## src/rtl/hatch_if.sv

```systemverilog
// Player/display bundle for the egg-hatch sequencer.
// The sequencer takes the master side: it receives start/care (and pause when
// HATCH_PAUSE_EN is defined) and drives the display frame index st/num/fail/done.
// The slave side is the player buttons plus the dot-matrix display driver.
interface hatch_if;
    logic       start;
    logic       care;
`ifdef HATCH_PAUSE_EN
    logic       pause;
`endif
    logic       st;
    logic [3:0] num;
    logic       fail;
    logic       done;

`ifdef HATCH_PAUSE_EN
    modport master (input start, input care, input pause,
                    output st, output num, output fail, output done);
    modport slave  (output start, output care, output pause,
                    input st, input num, input fail, input done);
`else
    modport master (input start, input care,
                    output st, output num, output fail, output done);
    modport slave  (output start, output care,
                    input st, input num, input fail, input done);
`endif
endinterface

```

## src/rtl/hatch_seq.sv

```systemverilog
// Egg-hatch game sequencer: turns start/care pulses into display frame indices.
// Growth stages 0..5 (with a blinking care warning, frame 11), crack frames 6/7,
// hatched frames 9/10, failure frame 8. One clock tick is one millisecond.
// Optional feature macro: HATCH_PAUSE_EN adds a pause input that freezes all timers.
module hatch_seq #(
    parameter int STAGE_MS     = 2000,
    parameter int CARE_MS      = 3000,
    parameter int FRAME_MS     = 250,
    parameter int CRACK_FRAMES = 8
) (
    input  logic     clk,
    input  logic     rst_n,
    hatch_if.master  bus
);
    localparam int MAX_AB = (STAGE_MS > CARE_MS) ? STAGE_MS : CARE_MS;
    localparam int MAX_CD = (FRAME_MS > CRACK_FRAMES) ? FRAME_MS : CRACK_FRAMES;
    localparam int MAXP   = (MAX_AB > MAX_CD) ? MAX_AB : MAX_CD;
    localparam int CW     = $clog2(MAXP) + 1;

    localparam logic [CW-1:0] CNT_ZERO   = {CW{1'b0}};
    localparam logic [CW-1:0] CNT_ONE    = {{(CW-1){1'b0}}, 1'b1};
    localparam logic [CW-1:0] STAGE_LAST = CW'(STAGE_MS - 1);
    // care_cnt value whose next increment would reach CARE_MS-1 (the timeout tick)
    localparam logic [CW-1:0] CARE_TRIP  = CW'(CARE_MS - 2);
    localparam logic [CW-1:0] WARN_AT    = CW'(CARE_MS / 2);
    localparam logic [CW-1:0] FRAME_LAST = CW'(FRAME_MS - 1);
    localparam logic [CW-1:0] CRACK_LAST = CW'(CRACK_FRAMES - 1);

    localparam logic [2:0] S_IDLE  = 3'd0;
    localparam logic [2:0] S_GROW  = 3'd1;
    localparam logic [2:0] S_CRACK = 3'd2;
    localparam logic [2:0] S_HATCH = 3'd3;
    localparam logic [2:0] S_FAIL  = 3'd4;

    localparam logic [2:0] LAST_STAGE = 3'd5;
    localparam logic [3:0] NUM_CRACK0 = 4'd6;
    localparam logic [3:0] NUM_CRACK1 = 4'd7;
    localparam logic [3:0] NUM_FAIL   = 4'd8;
    localparam logic [3:0] NUM_HATCH0 = 4'd9;
    localparam logic [3:0] NUM_HATCH1 = 4'd10;
    localparam logic [3:0] NUM_WARN   = 4'd11;

    logic [2:0]    state_r, state_s;
    logic [2:0]    stage_r, stage_s;
    logic [CW-1:0] stage_cnt_r, stage_cnt_s;
    logic [CW-1:0] care_cnt_r, care_cnt_s;
    logic [CW-1:0] frame_cnt_r, frame_cnt_s;
    logic [CW-1:0] crack_cnt_r, crack_cnt_s;
    logic          phase_r, phase_s;
    logic          st_r, st_s;
    logic [3:0]    num_r, num_s;
    logic          fail_r, fail_s;
    logic          done_r, done_s;
    logic          pause_s;
    logic          timeout_s;
    logic          stage_wrap_s;
    logic          frame_wrap_s;

`ifdef HATCH_PAUSE_EN
    assign pause_s = bus.pause;
`else
    assign pause_s = 1'b0;
`endif

    // care beats the timeout: only a tick without care can fail the egg
    assign timeout_s    = !bus.care && (care_cnt_r == CARE_TRIP);
    assign stage_wrap_s = (stage_cnt_r == STAGE_LAST);
    assign frame_wrap_s = (frame_cnt_r == FRAME_LAST);

    // Next-state and next-output computation; priority start > pause > care > timers
    always_comb begin
        state_s     = state_r;
        stage_s     = stage_r;
        stage_cnt_s = stage_cnt_r;
        care_cnt_s  = care_cnt_r;
        frame_cnt_s = frame_cnt_r;
        crack_cnt_s = crack_cnt_r;
        phase_s     = phase_r;
        st_s        = st_r;
        num_s       = num_r;
        fail_s      = fail_r;
        done_s      = done_r;
        if (bus.start) begin
            state_s     = S_GROW;
            stage_s     = 3'd0;
            stage_cnt_s = CNT_ZERO;
            care_cnt_s  = CNT_ZERO;
            frame_cnt_s = CNT_ZERO;
            crack_cnt_s = CNT_ZERO;
            phase_s     = 1'b0;
            st_s        = 1'b1;
            num_s       = 4'd0;
            fail_s      = 1'b0;
            done_s      = 1'b0;
        end else if (pause_s) begin
            // timers and outputs hold; care still resets the neglect timer
            if ((state_r == S_GROW) && bus.care) begin
                care_cnt_s  = CNT_ZERO;
                frame_cnt_s = CNT_ZERO;
                phase_s     = 1'b0;
            end else begin
                care_cnt_s  = care_cnt_r;
            end
        end else begin
            case (state_r)
                S_IDLE: begin
                    st_s  = 1'b0;
                    num_s = 4'd0;
                end
                S_GROW: begin
                    if (timeout_s) begin
                        // a simultaneous stage wrap is discarded: failure wins
                        state_s     = S_FAIL;
                        frame_cnt_s = CNT_ZERO;
                        phase_s     = 1'b0;
                        st_s        = 1'b1;
                        num_s       = NUM_FAIL;
                        fail_s      = 1'b1;
                    end else begin
                        care_cnt_s = bus.care ? CNT_ZERO : (care_cnt_r + CNT_ONE);
                        if (stage_wrap_s) begin
                            stage_cnt_s = CNT_ZERO;
                            frame_cnt_s = CNT_ZERO;
                            phase_s     = 1'b0;
                            if (stage_r == LAST_STAGE) begin
                                state_s     = S_CRACK;
                                crack_cnt_s = CNT_ZERO;
                                num_s       = NUM_CRACK0;
                            end else begin
                                stage_s = stage_r + 3'd1;
                                num_s   = {1'b0, stage_s};
                            end
                        end else begin
                            stage_cnt_s = stage_cnt_r + CNT_ONE;
                            if (care_cnt_s > WARN_AT) begin
                                // warning already running: advance the blink
                                if (frame_wrap_s) begin
                                    frame_cnt_s = CNT_ZERO;
                                    phase_s     = ~phase_r;
                                end else begin
                                    frame_cnt_s = frame_cnt_r + CNT_ONE;
                                end
                            end else begin
                                // no warning, or it starts now with the stage frame
                                frame_cnt_s = CNT_ZERO;
                                phase_s     = 1'b0;
                            end
                            num_s = ((care_cnt_s >= WARN_AT) && phase_s) ? NUM_WARN : {1'b0, stage_r};
                        end
                    end
                end
                S_CRACK: begin
                    if (frame_wrap_s) begin
                        frame_cnt_s = CNT_ZERO;
                        if (crack_cnt_r == CRACK_LAST) begin
                            state_s = S_HATCH;
                            phase_s = 1'b0;
                            num_s   = NUM_HATCH0;
                            done_s  = 1'b1;
                        end else begin
                            crack_cnt_s = crack_cnt_r + CNT_ONE;
                            phase_s     = ~phase_r;
                            num_s       = phase_s ? NUM_CRACK1 : NUM_CRACK0;
                        end
                    end else begin
                        frame_cnt_s = frame_cnt_r + CNT_ONE;
                        num_s       = phase_r ? NUM_CRACK1 : NUM_CRACK0;
                    end
                end
                S_HATCH: begin
                    if (frame_wrap_s) begin
                        frame_cnt_s = CNT_ZERO;
                        phase_s     = ~phase_r;
                    end else begin
                        frame_cnt_s = frame_cnt_r + CNT_ONE;
                    end
                    num_s  = phase_s ? NUM_HATCH1 : NUM_HATCH0;
                    done_s = 1'b1;
                end
                S_FAIL: begin
                    st_s   = 1'b1;
                    num_s  = NUM_FAIL;
                    fail_s = 1'b1;
                end
                default: begin
                    state_s = S_IDLE;
                    st_s    = 1'b0;
                    num_s   = 4'd0;
                    fail_s  = 1'b0;
                    done_s  = 1'b0;
                end
            endcase
        end
    end

    // State, counters and registered outputs
    always_ff @(posedge clk or negedge rst_n) begin
        if (!rst_n) begin
            state_r     <= S_IDLE;
            stage_r     <= 3'd0;
            stage_cnt_r <= CNT_ZERO;
            care_cnt_r  <= CNT_ZERO;
            frame_cnt_r <= CNT_ZERO;
            crack_cnt_r <= CNT_ZERO;
            phase_r     <= 1'b0;
            st_r        <= 1'b0;
            num_r       <= 4'd0;
            fail_r      <= 1'b0;
            done_r      <= 1'b0;
        end else begin
            state_r     <= state_s;
            stage_r     <= stage_s;
            stage_cnt_r <= stage_cnt_s;
            care_cnt_r  <= care_cnt_s;
            frame_cnt_r <= frame_cnt_s;
            crack_cnt_r <= crack_cnt_s;
            phase_r     <= phase_s;
            st_r        <= st_s;
            num_r       <= num_s;
            fail_r      <= fail_s;
            done_r      <= done_s;
        end
    end

    assign bus.st   = st_r;
    assign bus.num  = num_r;
    assign bus.fail = fail_r;
    assign bus.done = done_r;
endmodule
```

## src/flat_wrapper.sv

```systemverilog
// flat-port wrapper written by rule: the top's interface ports become plain ports
module hatch_seq_flat 
#(
    parameter int STAGE_MS     = 2000,
    parameter int CARE_MS      = 3000,
    parameter int FRAME_MS     = 250,
    parameter int CRACK_FRAMES = 8
)
  (clk, rst_n, bus_start, bus_care, bus_st, bus_num, bus_fail, bus_done);
  hatch_if bus_i ();
  input  logic clk;
  input  logic rst_n;
  input wire logic [$bits(bus_i.start)-1:0] bus_start;
  input wire logic [$bits(bus_i.care)-1:0] bus_care;
  output wire logic [$bits(bus_i.st)-1:0] bus_st;
  output wire logic [$bits(bus_i.num)-1:0] bus_num;
  output wire logic [$bits(bus_i.fail)-1:0] bus_fail;
  output wire logic [$bits(bus_i.done)-1:0] bus_done;
  assign bus_i.start = bus_start;
  assign bus_i.care = bus_care;
  assign bus_st = bus_i.st;
  assign bus_num = bus_i.num;
  assign bus_fail = bus_i.fail;
  assign bus_done = bus_i.done;
  hatch_seq #(.STAGE_MS(STAGE_MS), .CARE_MS(CARE_MS), .FRAME_MS(FRAME_MS), .CRACK_FRAMES(CRACK_FRAMES)) u_core (.clk(clk), .rst_n(rst_n), .bus(bus_i));
endmodule
```

## config.mk

```make
export PLATFORM = sky130hd
export DESIGN_NAME = hatch_seq_flat
export DESIGN_NICKNAME = d
export VERILOG_FILES = /design/src/rtl/hatch_if.sv /design/src/rtl/hatch_seq.sv /design/src/flat_wrapper.sv
export SDC_FILE = /design/constraint.sdc
export NUM_CORES = 1
export LEC_CHECK = 0
export BUFFER_PORTS_ARGS = -buffer_cell sky130_fd_sc_hd__buf_2
export CAP_MARGIN = 20
export CORE_UTILIZATION = 58
export DETAILED_ROUTE_END_ITERATION = 16
export PLACE_DENSITY = 0.73
export SYNTH_ARGS = -nofsm -noshare
export SYNTH_HDL_FRONTEND = slang
export SYNTH_SLANG_ARGS = --single-unit
```

## constraint.sdc

```tcl
create_clock -name clk -period 3 [get_ports clk]
set_clock_uncertainty 0.2 [all_clocks]
set_input_delay 0.3 -clock clk [delete_from_list [all_inputs] [get_ports clk]]
set_output_delay 0.3 -clock clk [all_outputs]
set_load 0.01 [all_outputs]
```

==> results by group <==
Place
  • I/O Buffers: 10
  • HPWL after detailed placement: 6310 um
  • Placed cells: between 500 and 600
  • GP Congestion: 0.894
  • DP Worst Slack: about 0.28 ns

Setup path
  • Critical path's largest stage delay: 0.57 ns
  • CP endpoint kind: flip-flop
  • Max FO, Critical Path: 9
  • WS Path Type: flip-flop to flip-flop
  • CP max-delay cell: or4_1
  • Req. time, crit path: 2.98 ns
  • CP Cell Sequence: nand4_1 > or4_1 > a21oi_2 > o211ai_1 > a21oi_1 > o311ai_0 > o41ai_1
  • Critical Path Source Type: flip-flop
  • Worst EP arrival: 2.77 ns

Synthesis
  • Synth cell types: 62
  • Register area share after synthesis: 0.402
  • Syn Nets: 499
  • Mapped Avg Cell Area: about 8.4 sq um
  • Area contributors post-synth: dfrtp_1 (40%), nand2_1 (4.7%), nor2_1 (4.6%), a21oi_1 (4.5%), o21ai_0 (4.5%)
  • FF+latch count, synth: 66
  • Syn Inst Count: 487
  • Top-area cell type share of the netlist area: 0.402
  • Primary FF master, synth: dfrtp_1
  • Cell Area, Synth: ~4100 sq um
  • Post-synthesis async set-or-reset flop share: 1.00
  • Dominant cell type by area after synthesis: dfrtp_1
  • Post-synth EDFFs: 0
  • YS warnings: 0

Clock tree
  • CTS buffer count: 9
  • Clock Sinks: 66
  • Cts repair resizes: 0
  • Worst-path clk slew: approximately 0.080 ns
  • # Post-CTS Setup Buffers: 0
  • H-Tree Depth: 3
  • Clock Tree Root: clkbuf_8
  • Clk_lat worst skew: 0.35 ns
  • Clk buf depth: 2
  • TritonCTS clock tree: yes

STA
  • F_max: 359 MHz
  • Unrepaired setup endpoints after global routing: no
  • Final setup fails: 0
  • Max-slew violation count: 0
  • Fin. Hold Viols: 0
  • Period utilization: 0.929
  • PnR worst setup slack: 0.214 ns
  • Actual slew at the worst max-slew pin: 0.914 ns
  • Slew margin rel.: 0.390
  • Setup TNS: 0 ns
  • Tmin final: 2.79 ns

Floorplanning
  • Die X: 86.1 um
  • Die height: 86.1 um
  • Core Box Area: around 7000 sq um
  • Initial Utilization: 0.601
  • I/O pin cnt: 11
  • Row count: 30
  • Die ar.: roughly 7400 sq um

Global route
  • Grt total ovfl: 0
  • Pin count of the biggest net entering global routing: 41
  • First-pass GRT wire length: 16,400 um
  • Initial antenna violation count: 0
  • All-Layer GR Usage: 0.281
  • Vias in the first global route: about 3,400

Layout
  • Commonest non-fill, non-tap cell in the layout: dfrtp_1
  • Post-Layout Cell Count: 592
  • Area Growth Syn to Fin: 8.99%
  • # diodes: 0
  • Layout cells sized above 1: 0.119
  • Layout Nets: 503
  • Fillers: 607
  • Most frequent cells in the layout: dfrtp_1 (66), nand2_1 (51), nor2_1 (50)

Pwr
  • Pwr dens: 450 nW/um^2
  • Net load switching power: 0.000543 W
  • Pint: ~0.0015 W
  • Logic pwr share: 0.119
  • Worst vdd rail ir drop: around 0.29 mV
  • Sw frac: 0.270
  • Leak: 1.83 nW
  • Clk pwr share: 0.422
  • Sequential Power Share: 0.460

Drt
  • 1st-iter DRT viols: ~250
  • WL/cell: roughly 16 um
  • DRC errors left: 0
  • Via Count: about 3,700
  • DR pass1 iterations: 4
  • Vias/cell: 6.27
  • Post-DRT Antenna Nets: 0
  • Final WL: 9410 um

Flow run
  • MaxCap Viol Count: 0

Min path
  • Hold Path Class: input pin to flip-flop

Run status
  • Status: complete, no violations
[path summary, 6_finish.rpt]
check                                       start                      to  slack (ns)  depth (start not counted)
max reg2reg                  u_core.care_cnt_r[6]       u_core.bus.num[1]        0.21                          7
max                          u_core.care_cnt_r[6]       u_core.bus.num[1]        0.21                          7
min reg2reg                u_core.crack_cnt_r[12]  u_core.crack_cnt_r[12]        0.29                          1
min in group asynchronous                   rst_n    u_core.care_cnt_r[7]        0.42                          2
min                                      bus_care    u_core.care_cnt_r[7]        0.24                          3
max in group asynchronous                   rst_n         u_core.bus.fail        1.38                          3
[cells by family (layout without fill, tap and decap cells)]
kind of cell               Yosys count  count (layout)  share of synthesized area
and+or+nand+nor                    221             221                      0.277
AOI/OAI and AO/OA                  132             132                      0.220
DFF                                 66              66                      0.402
buffers and inverters               47              56                     0.0476
xor gates and xnor gates            10              10                     0.0213
adders and majority gates            8               8                     0.0244
muxes                                3               3                    0.00762
[registers in the layout (all words and copies together), names as in the netlist]
name,count
u_core.stage_r,3
u_core.bus.fail,1
u_core.bus.num,4
u_core.phase_r,1
u_core.state_r,3
u_core.care_cnt_r,13
u_core.stage_cnt_r,13
u_core.bus.st,1
u_core.crack_cnt_r,13
u_core.frame_cnt_r,13
u_core.bus.done,1
[cell type report]
cell class,count,area (sq um),share of cell area
inverters,14,52.6,0.0117
clock inverters,5,77.6,0.0173
flip-flops and latches,66,1650,0.369
well taps,96,120,0.0269
repair buffers,26,173,0.0386
clock buffers,11,141,0.0316
multi-input cells,374,2260,0.505
[metal layers]
layer  part of all wire  vias to the layer above  GRT usage
met5                  0                        -          0
met4              0.013                        0     0.0955
li1                   -                     1796          -
met1               0.49                     1808      0.398
met3              0.044                       12     0.0597
met2               0.46                       96      0.427
[synth_stat cells (8+ instances only)]
master / number
inv_1: 14
a21oi_1: 37
nor3_1: 18
dfrtp_1: 66
clkbuf_1: 23
nand2b_1: 8
ha_1: 8
nand3_1: 24
o21ai_0: 37
and3_1: 17
o31ai_1: 8
nand2_1: 51
nand4_1: 11
nor2_1: 50
a31oi_1: 8
[metrics by stage]
step / hold WS (ns) / area [sq um] / util / total power [W]
floorplan: -0.196 / 4100 / - / 0.00110
global placement: 0.263 / 4240 / 0.621 / 0.00117
detailed placement: 0.275 / 4240 / 0.621 / 0.00118
CTS: 0.226 / 4470 / 0.655 / 0.00203
global route: 0.262 / 4470 / 0.655 / 0.00210
finish: 0.242 / 4470 / 0.655 / 0.00201
[repair_timing]
action                                 4_1_cts  5_1_grt
setup endpoints to repair                    0        0
endpoints found under the hold margin       38        0
hold buffers                                 1        0
[power groups by stage]
stage / clock (W) / combinational (W) / sequential (W)
finish: 0.000849 / 0.000239 / 0.000925
global route: 0.000903 / 0.000269 / 0.000928
CTS: 0.000862 / 0.000239 / 0.000925
detailed placement: 0 / 0.000236 / 0.000942
global placement: 0 / 0.000233 / 0.000942
floorplan: 0 / 0.000156 / 0.000939
[worst max-delay path: cells and delay by family, from the launching register on]
kind            cells  cell delay [ns]
compound gates      5             1.13
simple gates        2             0.81
flops               1             0.49
No activity file was read; power rests on OpenSTA's default activity.
